<file path="config.mk">
export PLATFORM = sky130hd
export DESIGN_NAME = mult_div_unit
export DESIGN_NICKNAME = d
export VERILOG_FILES = /design/src/rtl/mult_div_unit.sv
export SDC_FILE = /design/constraint.sdc
export NUM_CORES = 1
export LEC_CHECK = 0
export CORE_ASPECT_RATIO = 2
export CORE_MARGIN = 5
export CORE_UTILIZATION = 60
export DETAILED_ROUTE_END_ITERATION = 16
export PLACE_DENSITY = 0.86
export SKIP_CTS_REPAIR_TIMING = 1
export SYNTH_ARGS = -nofsm -noshare
export SYNTH_HDL_FRONTEND = slang
export SYNTH_SLANG_ARGS = --single-unit
</file>
<file path="constraint.sdc">
create_clock -name clk -period 4.6 [get_ports clk]
set_input_delay 1.15 -clock clk [delete_from_list [all_inputs] [get_ports clk]]
set_output_delay 1.15 -clock clk [all_outputs]
set_load 0.01 [all_outputs]
</file>
<file path="src/rtl/mult_div_unit.sv">
// Iterative multiply/divide unit: 32-step shift-add multiply or restoring divide
// on operand magnitudes, followed by a sign-fix step that writes hi/lo.
module mult_div_unit #(
  parameter int unsigned WIDTH = 32
) (
  input  logic             clk,
  input  logic             rst,
  input  logic             start,
  input  logic [1:0]       op,
  input  logic [WIDTH-1:0] opA,
  input  logic [WIDTH-1:0] opB,
  output logic             busy,
  output logic             done,
  output logic             divByZero,
  output logic [WIDTH-1:0] hi,
  output logic [WIDTH-1:0] lo
);

  localparam int unsigned CW = $clog2(WIDTH);
  localparam int unsigned AW = 2 * WIDTH;

  typedef enum logic [1:0] {IDLE, RUN, FIX, DONE} state_e;

  state_e           state_q, state_d;
  logic             is_div_q, is_div_d;
  logic [AW-1:0]    acc_q, acc_d;
  logic [WIDTH-1:0] opb_q, opb_d;
  logic [WIDTH-1:0] dvd_q, dvd_d;
  logic             neg_q, neg_d;
  logic             negr_q, negr_d;
  logic [CW-1:0]    cnt_q, cnt_d;
  logic             busy_q, busy_d;
  logic             done_q, done_d;
  logic             dbz_q, dbz_d;
  logic [WIDTH-1:0] hi_q, hi_d;
  logic [WIDTH-1:0] lo_q, lo_d;

  logic [WIDTH-1:0] abs_a, abs_b;
  logic [WIDTH:0]   mul_sum;
  logic [AW-1:0]    mul_next;
  logic [WIDTH:0]   rem_sh;
  logic [WIDTH+1:0] div_diff;
  logic             div_borrow;
  logic [WIDTH-1:0] div_rem;
  logic [AW-1:0]    div_next;
  logic [AW-1:0]    prod_fix;
  logic [WIDTH-1:0] quot_fix, rem_fix;

  // Operand magnitudes for signed ops
  always_comb begin
    abs_a = (op[0] && opA[WIDTH-1]) ? (WIDTH'(0) - opA) : opA;
    abs_b = (op[0] && opB[WIDTH-1]) ? (WIDTH'(0) - opB) : opB;
  end

  // One multiply step: add multiplicand into upper half when LSB set, then shift right
  always_comb begin
    mul_sum  = {1'b0, acc_q[AW-1:WIDTH]} + (acc_q[0] ? {1'b0, opb_q} : '0);
    mul_next = {mul_sum, acc_q[WIDTH-1:1]};
  end

  // One restoring-divide step; the shifted remainder needs WIDTH+1 bits
  always_comb begin
    rem_sh     = acc_q[AW-1:WIDTH-1];
    div_diff   = {1'b0, rem_sh} - {2'b00, opb_q};
    div_borrow = div_diff[WIDTH+1];
    div_rem    = div_borrow ? rem_sh[WIDTH-1:0] : div_diff[WIDTH-1:0];
    div_next   = {div_rem, acc_q[WIDTH-2:0], ~div_borrow};
  end

  always_comb begin
    prod_fix = neg_q  ? (AW'(0) - acc_q) : acc_q;
    quot_fix = neg_q  ? (WIDTH'(0) - acc_q[WIDTH-1:0]) : acc_q[WIDTH-1:0];
    rem_fix  = negr_q ? (WIDTH'(0) - acc_q[AW-1:WIDTH]) : acc_q[AW-1:WIDTH];
  end

  // Next-state and datapath control
  always_comb begin
    state_d  = state_q;
    is_div_d = is_div_q;
    acc_d    = acc_q;
    opb_d    = opb_q;
    dvd_d    = dvd_q;
    neg_d    = neg_q;
    negr_d   = negr_q;
    cnt_d    = cnt_q;
    dbz_d    = dbz_q;
    hi_d     = hi_q;
    lo_d     = lo_q;

    unique case (state_q)
      IDLE, DONE: begin
        if (start) begin
          state_d  = RUN;
          is_div_d = op[1];
          acc_d    = {WIDTH'(0), abs_a};
          opb_d    = abs_b;
          dvd_d    = opA;
          neg_d    = op[0] & (opA[WIDTH-1] ^ opB[WIDTH-1]);
          negr_d   = op[0] & opA[WIDTH-1];
          cnt_d    = '0;
          dbz_d    = 1'b0;
        end else if (state_q == DONE) begin
          state_d = IDLE;
        end
      end
      RUN: begin
        acc_d = is_div_q ? div_next : mul_next;
        cnt_d = cnt_q + 1'b1;
        if (cnt_q == CW'(WIDTH - 1)) state_d = FIX;
      end
      FIX: begin
        state_d = DONE;
        if (!is_div_q) begin
          hi_d = prod_fix[AW-1:WIDTH];
          lo_d = prod_fix[WIDTH-1:0];
        end else if (opb_q == '0) begin
          hi_d  = dvd_q;
          lo_d  = '1;
          dbz_d = 1'b1;
        end else begin
          hi_d = rem_fix;
          lo_d = quot_fix;
        end
      end
      default: state_d = IDLE;
    endcase

    busy_d = (state_d == RUN) || (state_d == FIX);
    done_d = (state_d == DONE);
  end

  always_ff @(posedge clk or negedge rst) begin
    if (!rst) begin
      state_q  <= IDLE;
      is_div_q <= 1'b0;
      acc_q    <= '0;
      opb_q    <= '0;
      dvd_q    <= '0;
      neg_q    <= 1'b0;
      negr_q   <= 1'b0;
      cnt_q    <= '0;
      busy_q   <= 1'b0;
      done_q   <= 1'b0;
      dbz_q    <= 1'b0;
      hi_q     <= '0;
      lo_q     <= '0;
    end else begin
      state_q  <= state_d;
      is_div_q <= is_div_d;
      acc_q    <= acc_d;
      opb_q    <= opb_d;
      dvd_q    <= dvd_d;
      neg_q    <= neg_d;
      negr_q   <= negr_d;
      cnt_q    <= cnt_d;
      busy_q   <= busy_d;
      done_q   <= done_d;
      dbz_q    <= dbz_d;
      hi_q     <= hi_d;
      lo_q     <= lo_d;
    end
  end

  assign busy      = busy_q;
  assign done      = done_q;
  assign divByZero = dbz_q;
  assign hi        = hi_q;
  assign lo        = lo_q;

endmodule

</file>
Word level (Yosys, flattened, before mapping). Index checks and enable logic that the tools add are counted.

Multiplexer cells: 24. Eq/ne operators: 10. Bitwise gates (word level): 4. Add/sub/neg operators: 8. Reduce and logical (&&, ||, !) cells: 11.

Operators with widths (number): $mux 32 (10); $mux 64 (3); $pmux 64 s2 (1); $sub 1x32->32 const A (4); $sub 1x64->64 const A (1); $sub 33x32->34 (1); $add 32x32->33 (1); $logic_not 32->1 (1); $pmux 5 s2 (1); $eq 2x2->1 const B (4); $mux 2 (3); $ne 2x2->1 const B (3); $pmux 2 s3 (1); $add 5x1->5 const B (1); $eq 5x5->1 const B (1); $mux 5 (1); $eq 2x1->1 const B (2); $reduce_and 2->1 (2); $reduce_and 4->1 (1); $reduce_bool 2->1 (2); $mux 1 (3); $and 1x1->1 (2); $logic_and 1x1->1 (2); $logic_not 2->1 (1); other kinds (5) (5).

Output and inout port bits: 67. Flip-flop bits (word level): 205.

Logic depth before layout (Yosys ltp).
Depth in word-level cells: 6. Depth in mapped cells: 15. Gate-level depth less buffers: 14.

Least setup slack after synthesis. OpenSTA, ideal clock, no wires.

Path type: register -> register. Start: register acc_q[0]. End: register acc_q[61]. Slack: 1.259 ns. Library setup time: 0.143 ns. Cell stages (with the launch flop): 15. Required time: 4.457 ns. Path buffers: 1. Period minus slack after synthesis: 3.341 ns. Arrival time: 3.197 ns. Cells stage by stage: dfrtp_1 inv_1 clkbuf_1 nor2_1 ha_1 a21o_1 a21o_1 a221o_1 a41o_1 a31oi_1 o21ai_0 a311oi_1 o21ai_0 xnor2_1 o221ai_1.

Word-level cells in the longest chain between the ends: 4.

RTL lines: start: declaration (RTL line 26) `logic [AW-1:0] acc_q, acc_d;`; start signal: assignment (RTL line 136) `acc_q <= '0;`; start signal: assignment (RTL line 150) `acc_q <= acc_d;`; $mux 32 (RTL line 57) `mul_sum = {1'b0, acc_q[AW-1:WIDTH]} + (acc_q[0] ? {1'b0, opb_q} : '0);`; $add 32x32->33 (RTL line 57); $mux 64 (RTL line 107) `acc_d = is_div_q ? div_next : mul_next;`; $pmux 64 s2 (RTL line 90) `unique case (state_q)`.

No other way between the ends. A chain may end at the register's enable or synchronous reset.

Worst setup path after layout.
Start: register acc_q[0]. End: register acc_q[62].

The elaborated chain is that of the path after synthesis.

==> impl_metrics.py <==
metrics = {
    "power_and_ir_drop": {
        "internal_power_w": 0.00732,
        "clkPwrFrac_pct": 12.6,
        "p_leak_nw": 8.00,
        "combPwrFrac_pct": 61.4,
        "switching_share_pct": 48.6,
        "p_sw_w": 0.00693,
        "peakVddDrop_v": 0.000457,
        "p_per_area_nw_per_um2": 777,
        "power_frac_seq_pct": 26.0,
    },
    "sta": {
        "fin_crit_ns": 4.14,
        "fmax_ghz": 0.242,
        "setup_tns_ns": 0,
        "final-setup-viol-count": 0,
        "layout_setup_ws_ns": 0.462,
        "rsz0062_at_grt": "no",
        "tightestPinTransition_ns": 1.05,
        "relSlewSlack_pct": 29.9,
        "hold_ws_ns": 0.485,
        "drv_slew": 0,
        "hold_viol": 0,
        "clock-skew-final_ns": 0.0137,
        "timing.final.crit_share_pct": 89.9,
    },
    "routing": {
        "drt_iter0_markers": 1198,
        "drt-total-wl_mm": 53.3,
        "wl_met3_mm": 3.05,
        "drcViolationCount": 0,
        "wl_met2_mm": 27.7,
        "vias_per_cell": 6.43,
        "ant_nets": 0,
        "post_drt_wl_per_cell_um": 22.5,
        "dr.max_layer_used": "met4",
        "vias": 15300,
        "drt_first_pass_iters": 5,
        "drt-met1-wl_mm": 16.9,
    },
    "cells_and_area": {
        "synthToLayoutAreaGrowth_pct": 14.5,
        "fin_nets": 2159,
        "fillCellCount": 2131,
        "finalInstanceArea_um2": 18300,
        "seqCellArea_um2": 5130,
        "final_common_cell": "nand2_1",
        "diodes": 0,
        "drive_above_1_share_pct": 7.45,
        "post-route-util_pct": 69.6,
        "layout_common_cells": "227 x nand2_1, 224 x o21ai_0, 203 x dfrtp_1",
        "multi_input_area_um2": 10200,
    },
    "clock_network": {
        "clock_sinks": 205,
        "htree_levels": 1,
        "clkLatencyLatePin_ns": 0.53,
        "cts.clk_slew.worst_paths_ns": 0.07,
        "clockBufferDepth": 3,
        "numCtsBuffers": 20,
        "cts_root_buf": "clkbuf_16",
        "tritoncts": "yes",
    },
    "synthesis": {
        "ys_ff_latch": 205,
        "synth_fp_nets": 2086,
        "synth_flop_cell": "dfrtp_1",
        "yosysTopAreaCell": "dfrtp_1",
        "synth.avg_cell_area_um2": 8.25,
        "async_reset_ff_share_pct": 100,
        "synth-edff-count": 0,
        "synthCells": 1942,
        "synth.distinct_cells": 86,
        "ys_warn_count": 0,
        "yosysTopAreaCellShare_pct": 32.0,
        "synth_area_leaders": "dfrtp_1 32%, o21ai_0 7.0%, xnor2_1 6.0%",
        "yosysSeqAreaShare_pct": 32.0,
        "synth_area_um2": 16000,
    },
    "flow_run": {
        "maxCapViolCount": 0,
    },
    "placed_design": {
        "dp.final_hpwl_mm": 40.8,
        "place_congestion": 0.970,
        "placed_area_um2": 17700,
        "place_ws_ns": 0.398,
        "numPortBuffers": 135,
    },
    "setup_path": {
        "cp-start-kind": "register",
        "critPathMaxFanout": 19,
        "end_kind": "register",
        "crit_type": "register to register",
        "required_ns": 5.01,
        "crit_arrival_ns": 4.55,
    },
    "global_route": {
        "grt_first_pass_wirelength_mm": 82.8,
        "antenna_found_initial": 0,
        "gr-usage-all-layers_pct": 34.8,
        "grt_max_degree": 105,
        "grt-ovfl-total": 0,
        "grt_pass1_vias": 15700,
    },
    "floorplanning": {
        "fp.dieW_um": 126,
        "die_h_um": 241,
        "ios": 136,
        "start_util_pct": 60.8,
        "die_area_um2": 30300,
        "fp.coreArea_um2": 26400,
        "rows": 84,
    },
    "run_status": {
        "outcome": "finished, final reports clean",
    },
    "hold_path": {
        "hold_class": "register to register",
    },
}
critical path: stages (launching register included):
cell,delay (ns)
dfrtp_1,0.44
inv_1,0.41
buf_4,0.35
nor2_1,0.08
ha_1,0.35
a21oi_1,0.28
nand3_1,0.14
o21bai_1,0.20
o311ai_1,0.48
o22ai_1,0.16
o21ai_1,0.19
a21oi_1,0.15
a311oi_1,0.36
xnor2_1,0.10
a221o_1,0.32
cell type report:
class,count,share of cell area [%]
Multi-Input combinational cell,1542,55.4
Sequential cell,205,28.0
Timing Repair Buffer,174,9.12
Clock buffer,29,3.08
Tap cell,344,2.35
Inverter,72,1.47
Clock inverter,6,0.593
worst paths after layout:
kind / start / cells past startpoint / slack [ns] / end
worst max register to register: acc_q[0]$_DFFE_PN0P_ / 14 / 0.46 / acc_q[62]$_DFFE_PN0P_
max in group asynchronous: rst / 2 / 2.95 / dvd_q[12]$_DFFE_PN0P_
worst min register to register: cnt_q[4]$_DFFE_PN0P_ / 2 / 0.48 / cnt_q[4]$_DFFE_PN0P_
worst max-delay path: acc_q[0]$_DFFE_PN0P_ / 14 / 0.46 / acc_q[62]$_DFFE_PN0P_
min in group asynchronous: rst / 1 / 0.68 / acc_q[38]$_DFFE_PN0P_
worst min-delay path: cnt_q[4]$_DFFE_PN0P_ / 2 / 0.48 / cnt_q[4]$_DFFE_PN0P_
power groups by stage:
stage	Clock [W]	Sequential [W]	Combinational, W
floorplan	0	0.00330	0.00619
detailed placement	0	0.00370	0.00860
global placement	0	0.00366	0.00842
finish	0.00179	0.00371	0.00875
global route	0.00186	0.00380	0.00957
CTS	0.00180	0.00368	0.00866
metal layers:
layer | up-vias | global-route usage (%)
li1 | 7062 | -
met3 | 295 | 4.41
met4 | 0 | 31.3
met2 | 725 | 64.8
met5 | - | 0
met1 | 7172 | 32.6
synth_stat cells (all sizes together), types with 13 or more instances:
master and count:
o21ai 233, nand2 230, dfrtp 205, nor2 166
a21oi 126, xnor2 109, clkbuf 100, xor2 92
ha 73, inv 70, mux2i 51, mux2 43
a21o 33, a31oi 26, o22a 26, o31ai 26
nor4 25, buf 23, nor3 23, nand2b 21
nand3 20, a22oi 18, a211oi 16, and3 16
nand4 16, or3 16, or4 14, o41ai 13
flip-flops by register name, indices dropped and copies added (netlist names):
register   count
acc_q         64
dvd_q         32
hi            32
lo            32
opb_q         32
cnt_q          5
state_q        2
busy           1
divByZero      1
done           1
is_div_q       1
neg_q          1
negr_q         1
kinds of logic (layout without fill, tap and decap cells):
group	count (synthesis)	in the layout	synth area share [%]
compound gates	597	597	23.2
simple gates	575	575	16.8
flops	205	205	32.0
xor+xnor	201	201	11.0
buf+inv	195	281	4.80
mux	94	94	6.23
fa+ha+maj	75	75	5.95
through the flow:
stage,total power (W),std cells
finish,0.0142,2372
detailed placement,0.0123,2337
global route,0.0152,2372
CTS,0.0141,2372
global placement,0.0121,2337
floorplan,0.00949,1942
Note: power is estimated with default switching activity, not from simulation.
